File: config.mk
export PLATFORM = sky130hd
export DESIGN_NAME = axi_rd_burst_master
export DESIGN_NICKNAME = d
export VERILOG_FILES = /design/src/rtl/axi_rd_burst_master.sv
export SDC_FILE = /design/constraint.sdc
export NUM_CORES = 1
export LEC_CHECK = 0
export ABC_AREA = 0
export CAP_MARGIN = 5
export CORE_ASPECT_RATIO = 1.5
export CORE_MARGIN = 5
export CORE_UTILIZATION = 40
export CTS_CLUSTER_DIAMETER = 200
export DETAILED_ROUTE_END_ITERATION = 10
export DONT_BUFFER_PORTS = 1
export GPL_ROUTABILITY_DRIVEN = 1
export PLACE_DENSITY_LB_ADDON = 0.12
export SLEW_MARGIN = 5
export SYNTH_ARGS = -nofsm -noshare
export SYNTH_HDL_FRONTEND = slang
export SYNTH_SLANG_ARGS = --single-unit
File: constraint.sdc
create_clock -name ACLK -period 4 [get_ports ACLK]
set_input_delay 1.2 -clock ACLK [delete_from_list [all_inputs] [get_ports ACLK]]
set_output_delay 1.2 -clock ACLK [all_outputs]
set_load 0.01 [all_outputs]
File: src/rtl/axi_rd_burst_master.sv
// AXI3 read master: turns one read request into 4 KB-safe aligned INCR bursts, keeps up to
// MAX_OUTSTANDING bursts in flight and streams returned beats straight into the input buffer.
module axi_rd_burst_master #(
    parameter int C_M_AXI_DATA_WIDTH      = 64,
    parameter int C_M_AXI_RD_BURST_LEN    = 16,
    parameter int C_M_AXI_THREAD_ID_WIDTH = 6,
    parameter int TX_SIZE_WIDTH           = 10,
    parameter int MAX_OUTSTANDING         = 4
) (
    input  logic                               ACLK,
    input  logic                               ARESETN,
    input  logic                               rx_req,
    input  logic [31:0]                        rx_addr,
    input  logic [TX_SIZE_WIDTH-1:0]           rx_req_size,
    output logic                               rx_ready,
    output logic                               rx_done,
    output logic                               rd_idle,
    output logic                               rd_error,
    output logic [C_M_AXI_THREAD_ID_WIDTH-1:0] M_AXI_ARID,
    output logic [31:0]                        M_AXI_ARADDR,
    output logic [3:0]                         M_AXI_ARLEN,
    output logic [2:0]                         M_AXI_ARSIZE,
    output logic [1:0]                         M_AXI_ARBURST,
    output logic                               M_AXI_ARVALID,
    input  logic                               M_AXI_ARREADY,
    input  logic [C_M_AXI_DATA_WIDTH-1:0]      M_AXI_RDATA,
    input  logic [1:0]                         M_AXI_RRESP,
    input  logic                               M_AXI_RLAST,
    input  logic                               M_AXI_RVALID,
    output logic                               M_AXI_RREADY,
    output logic [C_M_AXI_DATA_WIDTH-1:0]      data_to_inBuf,
    output logic                               inBuf_push,
    input  logic                               inBuf_full
);

    localparam int BYTES_PER_BEAT = C_M_AXI_DATA_WIDTH / 8;
    localparam int SIZE_LOG2      = $clog2(BYTES_PER_BEAT);
    localparam int ALIGN_BITS     = $clog2(C_M_AXI_RD_BURST_LEN * BYTES_PER_BEAT);
    localparam int OUT_W          = $clog2(MAX_OUTSTANDING + 1);
    localparam int LEN_W          = 5;

    // Aligning the start to a full-burst boundary is what keeps every burst inside one 4 KB page.
    localparam logic [31:0]              ALIGN_MASK = ~((32'd1 << ALIGN_BITS) - 32'd1);
    localparam logic [TX_SIZE_WIDTH-1:0] MAX_BURST  = TX_SIZE_WIDTH'(C_M_AXI_RD_BURST_LEN);
    localparam logic [OUT_W-1:0]         OUT_LIMIT  = OUT_W'(MAX_OUTSTANDING);

    typedef enum logic [1:0] {IDLE, ADDR, WAIT, DONE} state_t;

    state_t                   state, state_next;
    logic [31:0]              ar_addr;
    logic [3:0]               ar_len;
    logic [TX_SIZE_WIDTH-1:0] remaining, remaining_after;
    logic [LEN_W-1:0]         burst_len;
    logic [OUT_W-1:0]         outstanding, outstanding_next;
    logic                     rready, ar_hs, r_hs, rlast_hs, req_start;

    function automatic logic [3:0] arlen_for(input logic [TX_SIZE_WIDTH-1:0] beats);
        if (beats == '0) return 4'd0;
        if (beats >= MAX_BURST) return 4'(C_M_AXI_RD_BURST_LEN - 1);
        return 4'(beats - 1'b1);
    endfunction

    assign rready          = !inBuf_full;
    assign ar_hs           = M_AXI_ARVALID && M_AXI_ARREADY;
    assign r_hs            = M_AXI_RVALID && rready;
    assign rlast_hs        = r_hs && M_AXI_RLAST;
    assign req_start       = (state == IDLE) && rx_req && (rx_req_size != '0);
    assign burst_len       = (remaining >= MAX_BURST) ? LEN_W'(C_M_AXI_RD_BURST_LEN)
                                                      : LEN_W'(remaining);
    assign remaining_after = remaining - TX_SIZE_WIDTH'(burst_len);

    // An AR accept and a burst completion in the same cycle cancel out.
    always_comb begin
        outstanding_next = outstanding;
        if (ar_hs && !rlast_hs)
            outstanding_next = outstanding + 1'b1;
        else if (rlast_hs && !ar_hs)
            outstanding_next = outstanding - 1'b1;
    end

    // NOTE: every variable gets a default before the case so no path leaves it unassigned (no latch).
    always_comb begin
        state_next = state;
        unique case (state)
            IDLE: if (rx_req) state_next = (rx_req_size != '0) ? ADDR : DONE;
            ADDR: begin
                if (ar_hs) begin
                    if (remaining_after == '0)
                        state_next = DONE;
                    else if (outstanding_next >= OUT_LIMIT)
                        state_next = WAIT;
                end
            end
            WAIT: if (outstanding_next < OUT_LIMIT) state_next = ADDR;
            DONE: state_next = IDLE;
            default: state_next = IDLE;
        endcase
    end

    // NOTE: sequential state uses non-blocking assignments so all registers update from pre-edge values.
    always_ff @(posedge ACLK or negedge ARESETN) begin
        if (!ARESETN) begin
            state       <= IDLE;
            ar_addr     <= '0;
            ar_len      <= '0;
            remaining   <= '0;
            outstanding <= '0;
            rd_error    <= 1'b0;
        end else begin
            state       <= state_next;
            outstanding <= outstanding_next;
            if (req_start) begin
                ar_addr   <= rx_addr & ALIGN_MASK;
                remaining <= rx_req_size;
                ar_len    <= arlen_for(rx_req_size);
            end else if (ar_hs) begin
                ar_addr   <= ar_addr + (32'(burst_len) << SIZE_LOG2);
                remaining <= remaining_after;
                ar_len    <= arlen_for(remaining_after);
            end
            // A new request wins over a late error beat from the previous one.
            if (req_start)
                rd_error <= 1'b0;
            else if (r_hs && (M_AXI_RRESP != 2'b00))
                rd_error <= 1'b1;
        end
    end

    assign rx_ready      = (state == IDLE);
    assign rx_done       = (state == DONE);
    assign rd_idle       = (state == IDLE) && (outstanding == '0);

    assign M_AXI_ARID    = '0;
    assign M_AXI_ARADDR  = ar_addr;
    assign M_AXI_ARLEN   = ar_len;
    assign M_AXI_ARSIZE  = 3'(SIZE_LOG2);
    assign M_AXI_ARBURST = 2'b01;
    assign M_AXI_ARVALID = (state == ADDR);

    assign M_AXI_RREADY  = rready;
    assign inBuf_push    = r_hs;
    assign data_to_inBuf = M_AXI_RDATA;

endmodule

==> impl_metrics.py, run 1 <==
metrics = {
    "run_status": {
        "status": "finished clean",
    },
    "worst_setup_path": {
        "ff2ff_path_depth": 9,
        "startpoint": "remaining[6]$_DFFE_PN0N_",
        "reg2reg_slack_ps": 620,
        "startpoint_type": "register",
        "crit_required_ps": 4190,
        "path_max_fanout": 11,
        "end_kind": "register",
        "crit-reg2reg-launch": "remaining[6]$_DFFE_PN0N_",
        "crit_arrival_ps": 3570,
        "timing.rr.end": "M_AXI_ARADDR[17]$_DFFE_PN0N_",
        "critical_path_class": "register to register",
    },
    "synth": {
        "synth_flop_cell": "dfrtp_1",
        "synth_warnings": 0,
        "synth_top_area_cell": "dfrtp_1",
        "seq_area_frac_synth": 0.302,
        "synth-seq-cells": 49,
        "synth_cell_types": 63,
        "synth_top_area_share": 0.302,
        "synth_edf_count": 0,
        "async_reset_ff_frac": 1.00,
        "netlist_area_um2": 4060,
        "syn-instance-count": 490,
        "synth_area_leaders": "dfrtp_1 (30%), buf_4 (14%), nand2_1 (4.3%)",
        "synth_area_per_cell_um2": 8.29,
    },
    "place": {
        "dp_hpwl_um": 8790,
        "routabilityCongestion": 0.849,
        "place_ws_ps": 617,
        "numPortBuffers": 0,
        "placedCellCount": 527,
    },
    "drt": {
        "via_per_inst": 6.29,
        "dr_wl_met2_um": 6170,
        "dr_wl_met3_um": 779,
        "drt_iter0_drc": 116,
        "vias": 3366,
        "drt_first_pass_iters": 4,
        "wl_met1_um": 4180,
        "antenna_left": 0,
        "routed.top_layer": "met4",
        "routed_wl_um": 11800,
        "drcViolationCount": 0,
        "routedWlPerCell_um": 22.0,
    },
    "power": {
        "power_density_nw_per_um2": 775,
        "p_seq_frac": 0.389,
        "p_int_mw": 1.55,
        "ir_worst_vdd_v": 0.000402,
        "swShare": 0.476,
        "p_switching_mw": 1.41,
        "power_leakage_nw": 1.53,
        "combPwrFrac": 0.439,
        "clock_power_share": 0.172,
    },
    "clocking": {
        "cts_buffer_depth": 2,
        "htreeDepth": 2,
        "cts-root-buf": "clkbuf_16",
        "clk_pin_slew_ps": 80,
        "cts_hold_buf": 0,
        "cts.sinks": 49,
        "tritoncts": "done",
        "ctsResizeCount": 0,
        "cts_made_buffers": 5,
        "clk_latency_ps": 300,
        "cts_setup_buffers": 0,
    },
    "finish": {
        "finalNetCount": 546,
        "insertedDiodeCount": 0,
        "final_common_cell": "dfrtp_1",
        "layout_common_cells": "dfrtp_1 (49), nand2_1 (47), o21ai_0 (29)",
        "drive_gt1_frac": 0.0909,
        "area_delta_synth_final_pct": -5.91,
        "fin_cells": 535,
    },
    "sta": {
        "timing.final.hold_violations": 0,
        "grt_setup_unrepaired": "false",
        "drv_slew": 0,
        "setup_viol": 0,
        "tightest_slew_ps": 670,
        "setup_slack_ps": 618,
        "tns_ps": 0,
        "fin_crit_ps": 3380,
        "fin_skew_ps": 6.15,
        "slew-limit-headroom": 0.547,
        "period_share": 0.846,
        "fmax_mhz": 296,
    },
    "worst_hold_path": {
        "hp-start": "rd_error$_DFFE_PN0P_",
        "min_path_cells": 2,
        "hold_path_class": "register to register",
        "whs_endpoint": "rd_error$_DFFE_PN0P_",
    },
    "global_routing": {
        "antenna_found_initial": 0,
        "grt_max_degree": 50,
        "grt_pass1_vias": 3337,
        "grt_usage": 0.192,
        "grt_pass1_wl_um": 18700,
        "overflow": 0,
    },
    "floorplanning": {
        "die_area_um2": 12300,
        "die_x_um": 92.3,
        "start_util": 0.405,
        "die_height_um": 133,
        "rows": 45,
        "ios": 233,
        "core_area_um2": 10000,
    },
    "run": {
        "cap_violations": 0,
    },
}
==> stage by stage <==
| step | utilization | area [um^2] | power, mW | hold WS (ps) |
|---|---|---|---|---|
| global placement | 0.364 | 3650 | 2.44 | 556 |
| CTS | 0.381 | 3820 | 2.99 | 580 |
| finish | 0.381 | 3820 | 2.96 | 580 |
| floorplan | - | 4110 | 2.12 | 527 |
| global route | 0.381 | 3820 | 3.21 | 577 |
| detailed placement | 0.364 | 3650 | 2.47 | 569 |
==> critical path, stage by stage (launching register included) <==
cell and delay [ps]:
dfrtp_1 450, or3_1 520, nor2_2 200, inv_2 110, ha_1 390, nand3_1 90, o211ai_1 480, nand2_1 380
o311a_1 390, a211o_1 260
==> registers in the layout (all words and copies together) (netlist names) <==
register / count
outstanding: 3
M_AXI_ARADDR: 29
rd_error: 1
remaining: 10
state: 2
M_AXI_ARLEN: 4
==> synthesized netlist by cell type (3+ instances only) <==
cell and instances:
buf_2 4, and2_1 4, or2_2 5, nand4_1 5, o21a_1 4, clkbuf_1 19, ha_1 13, xnor2_1 4
inv_1 20, a21o_1 4, o31ai_1 4, a22oi_1 8, dfrtp_1 49, nor3_1 13, a221o_1 5, o211ai_1 21
nor3b_1 5, or3_1 7, nor2_1 17, nor4_1 4, o21ai_0 29, a31oi_1 5, buf_4 78, a31o_2 3
nor2_2 3, nand2_1 47, and3_1 9, o311ai_0 8, nor2b_1 3, a21oi_1 12, nand3_1 22, or4_1 14
a211oi_1 4
==> cell families after synthesis <==
logic type,count (synthesis),share of synthesized area
simple gates,172,0.234
other cells,2,0.00185
flops,49,0.302
compound gates,124,0.215
mux,1,0.00246
fa+ha+maj,14,0.0450
buf+inv,123,0.189
xor+xnor,5,0.0108
==> power by group through the flow <==
stage | clock (mW) | sequential (mW) | combinational, mW
after floorplan | 0 | 0.984 | 1.14
after global placement | 0 | 1.16 | 1.29
after detailed placement | 0 | 1.16 | 1.30
after CTS | 0.523 | 1.16 | 1.31
after global routing | 0.541 | 1.21 | 1.46
final | 0.510 | 1.15 | 1.30
==> how the worst max path moves through the flow <==
stage / to / slack, ps / cells after the start
6_report: M_AXI_ARADDR[17]$_DFFE_PN0N_ / 620 / 9
3_5_place_dp: M_AXI_ARLEN[2]$_DFFE_PN0N_ / 620 / 10
2_1_floorplan: M_AXI_ARLEN[3]$_DFFE_PN0N_ / 1010 / 8
4_1_cts: M_AXI_ARADDR[17]$_DFFE_PN0N_ / 600 / 9
5_1_grt: M_AXI_ARADDR[17]$_DFFE_PN0N_ / 380 / 9
3_3_place_gp: M_AXI_ARLEN[2]$_DFFE_PN0N_ / 590 / 10
==> routing by layer <==
| layer | global-route usage | vias to the layer above |
|---|---|---|
| met5 | 0 | - |
| met4 | 0.121 | 0 |
| met3 | 0.0395 | 67 |
| met2 | 0.343 | 132 |
| met1 | 0.202 | 1612 |
| li1 | - | 1555 |
==> area by class of cell <==
type / count / area, um^2
fill: 1064 / 6200
multi-input combinational: 331 / 2120
sequential: 49 / 1230
tap: 117 / 146
clock buffer: 5 / 125
timing repair buffer: 9 / 80.1
inverter: 21 / 78.8
clock inverter: 3 / 46.3
No activity file was read; power rests on OpenSTA's default activity.
==> run 2, diff against run 1 <==
Clock period 4 ns to 3.5 ns, I/O delays scaled along.
==> run 2 against run 1 <==
Die area is the same. Maximum frequency increased by 5.4%. Sequential share of layout area down 0.39 points. Register-to-register slack worse by 330 ps. Sequential power grew 13%. Cell count is 1.5% higher. Critical path depth grew 1. Highest routed layer unchanged. Setup slack worse by 330 ps. Global-route usage up 0.13 points. Routed wire length up 1.9%.
==> impl_metrics.py, run 2 (synthesis gave the netlist of run 1 again) <==
metrics = {
    "sta": {
        "drv_slew": 0,
        "setup_viol": 0,
        "fmax_mhz": 312,
        "timing.final.hold_violations": 0,
        "grt_setup_unrepaired": "false",
        "slew-limit-headroom": 0.561,
        "period_share": 0.917,
        "setup_slack_ps": 290,
        "tightest_slew_ps": 650,
        "fin_crit_ps": 3210,
        "fin_skew_ps": 8.60,
        "tns_ps": 0,
    },
    "global_routing": {
        "grt_usage": 0.193,
        "overflow": 0,
        "grt_pass1_wl_um": 18600,
        "grt_pass1_vias": 3391,
        "antenna_found_initial": 0,
        "grt_max_degree": 50,
    },
    "worst_setup_path": {
        "crit_family": "simple AND/OR/NAND/NOR gates",
        "path_max_fanout": 8,
        "critical_path_class": "register to register",
        "worst_path_max_delay_cell": "or4b_2",
        "end_kind": "register",
        "crit_arrival_ps": 3390,
        "startpoint_type": "register",
        "crit_chain": "or3_1 > nor2_2 > inv_2 > nand2_1 > ha_1 > or4b_2 > o21ai_0 > or4b_1 > o211ai_1 > a21oi_1",
        "slowest_delay_ps": 650,
        "path_buf_inv": 1,
        "crit_required_ps": 3680,
    },
    "drt": {
        "drt_iter0_drc": 94,
        "wl_met1_um": 4210,
        "dr_wl_met3_um": 727,
        "routedWlPerCell_um": 22.1,
        "drcViolationCount": 0,
        "vias": 3351,
        "dr_wl_met2_um": 6420,
        "drt_first_pass_iters": 4,
        "via_per_inst": 6.17,
        "routed_wl_um": 12000,
        "antenna_left": 0,
        "routed.top_layer": "met4",
    },
    "clocking": {
        "clk_pin_slew_ps": 80,
        "ctsResizeCount": 0,
        "cts_buffer_depth": 2,
        "clk_latency_ps": 300,
        "cts_setup_buffers": 0,
        "cts_made_buffers": 5,
        "htreeDepth": 2,
        "cts.sinks": 49,
        "tritoncts": "done",
        "cts_hold_buf": 0,
        "cts-root-buf": "clkbuf_16",
    },
    "finish": {
        "largest_reg_flops": 29,
        "area_delta_synth_final_pct": -4.74,
        "finalNetCount": 554,
        "regArea_um2": 1230,
        "insertedDiodeCount": 0,
        "final_common_cell": "dfrtp_1",
        "drive_gt1_frac": 0.108,
        "layout_common_cells": "dfrtp_1 (49), nand2_1 (47), o21ai_0 (29)",
        "fill_cells": 1070,
        "fin_cells": 543,
        "multi_input_area_um2": 2120,
    },
    "place": {
        "numPortBuffers": 0,
        "place_ws_ps": 331,
        "routabilityCongestion": 0.827,
        "placedCellCount": 535,
        "dp_hpwl_um": 9020,
    },
    "floorplanning": {
        "ios": 233,
        "core_area_um2": 10000,
        "start_util": 0.405,
        "rows": 45,
        "die_height_um": 133,
        "die_area_um2": 12300,
        "die_x_um": 92.3,
    },
    "worst_hold_path": {
        "hold_path_class": "input port to asynchronous set/reset pin",
    },
    "power": {
        "power.total_mw": 3.43,
        "ir_worst_vdd_v": 0.000329,
        "power_leakage_nw": 1.56,
        "power_density_nw_per_um2": 887,
    },
    "run": {
        "cap_violations": 0,
    },
    "run_status": {
        "status": "finished clean",
    },
}
==> run 2: cell types whose count changed in the layout (fill, tap and decap cells not counted), sizes merged <==
cell	before	now
buf	9	17
==> run 2: final cells by class <==
type,instances,share of cell area
multi-input combinational,331,0.548
clock buffer,5,0.0323
timing repair buffer,17,0.0330
tap,117,0.0378
inverter,21,0.0204
clock inverter,3,0.0120
sequential,49,0.317
==> run 2: power by group <==
part           internal, mW  leakage [nW]  switching, mW  total [mW]
registers             0.818         0.603          0.484        1.30
clock network         0.339        0.0800          0.242       0.581
logic                 0.650         0.879          0.901        1.55
==> run 2: worst reg2reg max path, stage by stage (launching register included) <==
cell and delay (ps):
dfrtp_1 460, or3_1 500, nor2_2 150, inv_2 100, nand2_1 90, ha_1 260
or4b_2 650, o21ai_0 180, or4b_1 470, o211ai_1 140, a21oi_1 100
==> run 2: per-layer routing <==
layer / up-vias / GRT usage
met4: 0 / 0.115
li1: 1563 / -
met3: 69 / 0.0525
met5: - / 0
met1: 1616 / 0.188
met2: 103 / 0.358
==> run 2: worst paths after layout <==
check                                               end  cells after the start                      from  slack, ps
setup reg to reg             M_AXI_ARLEN[2]$_DFFE_PN0N_                     10  remaining[7]$_DFFE_PN0N_        290
hold reg to reg                    rd_error$_DFFE_PN0P_                      2      rd_error$_DFFE_PN0P_        580
setup / recovery             M_AXI_ARLEN[2]$_DFFE_PN0N_                     10  remaining[7]$_DFFE_PN0N_        290
hold / removal             M_AXI_ARADDR[14]$_DFFE_PN0N_                      0                   ARESETN        440
min in group ACLK                  rd_error$_DFFE_PN0P_                      2      rd_error$_DFFE_PN0P_        580
max in group asynchronous  M_AXI_ARADDR[23]$_DFFE_PN0N_                      0                   ARESETN       2940
==> run 2: through the flow <==
stage	hold WS [ps]	utilization	instance area, um^2
floorplan	527	-	4110
global placement	555	0.369	3700
detailed placement	574	0.369	3700
CTS	431	0.386	3870
global route	427	0.386	3870
finish	441	0.386	3870
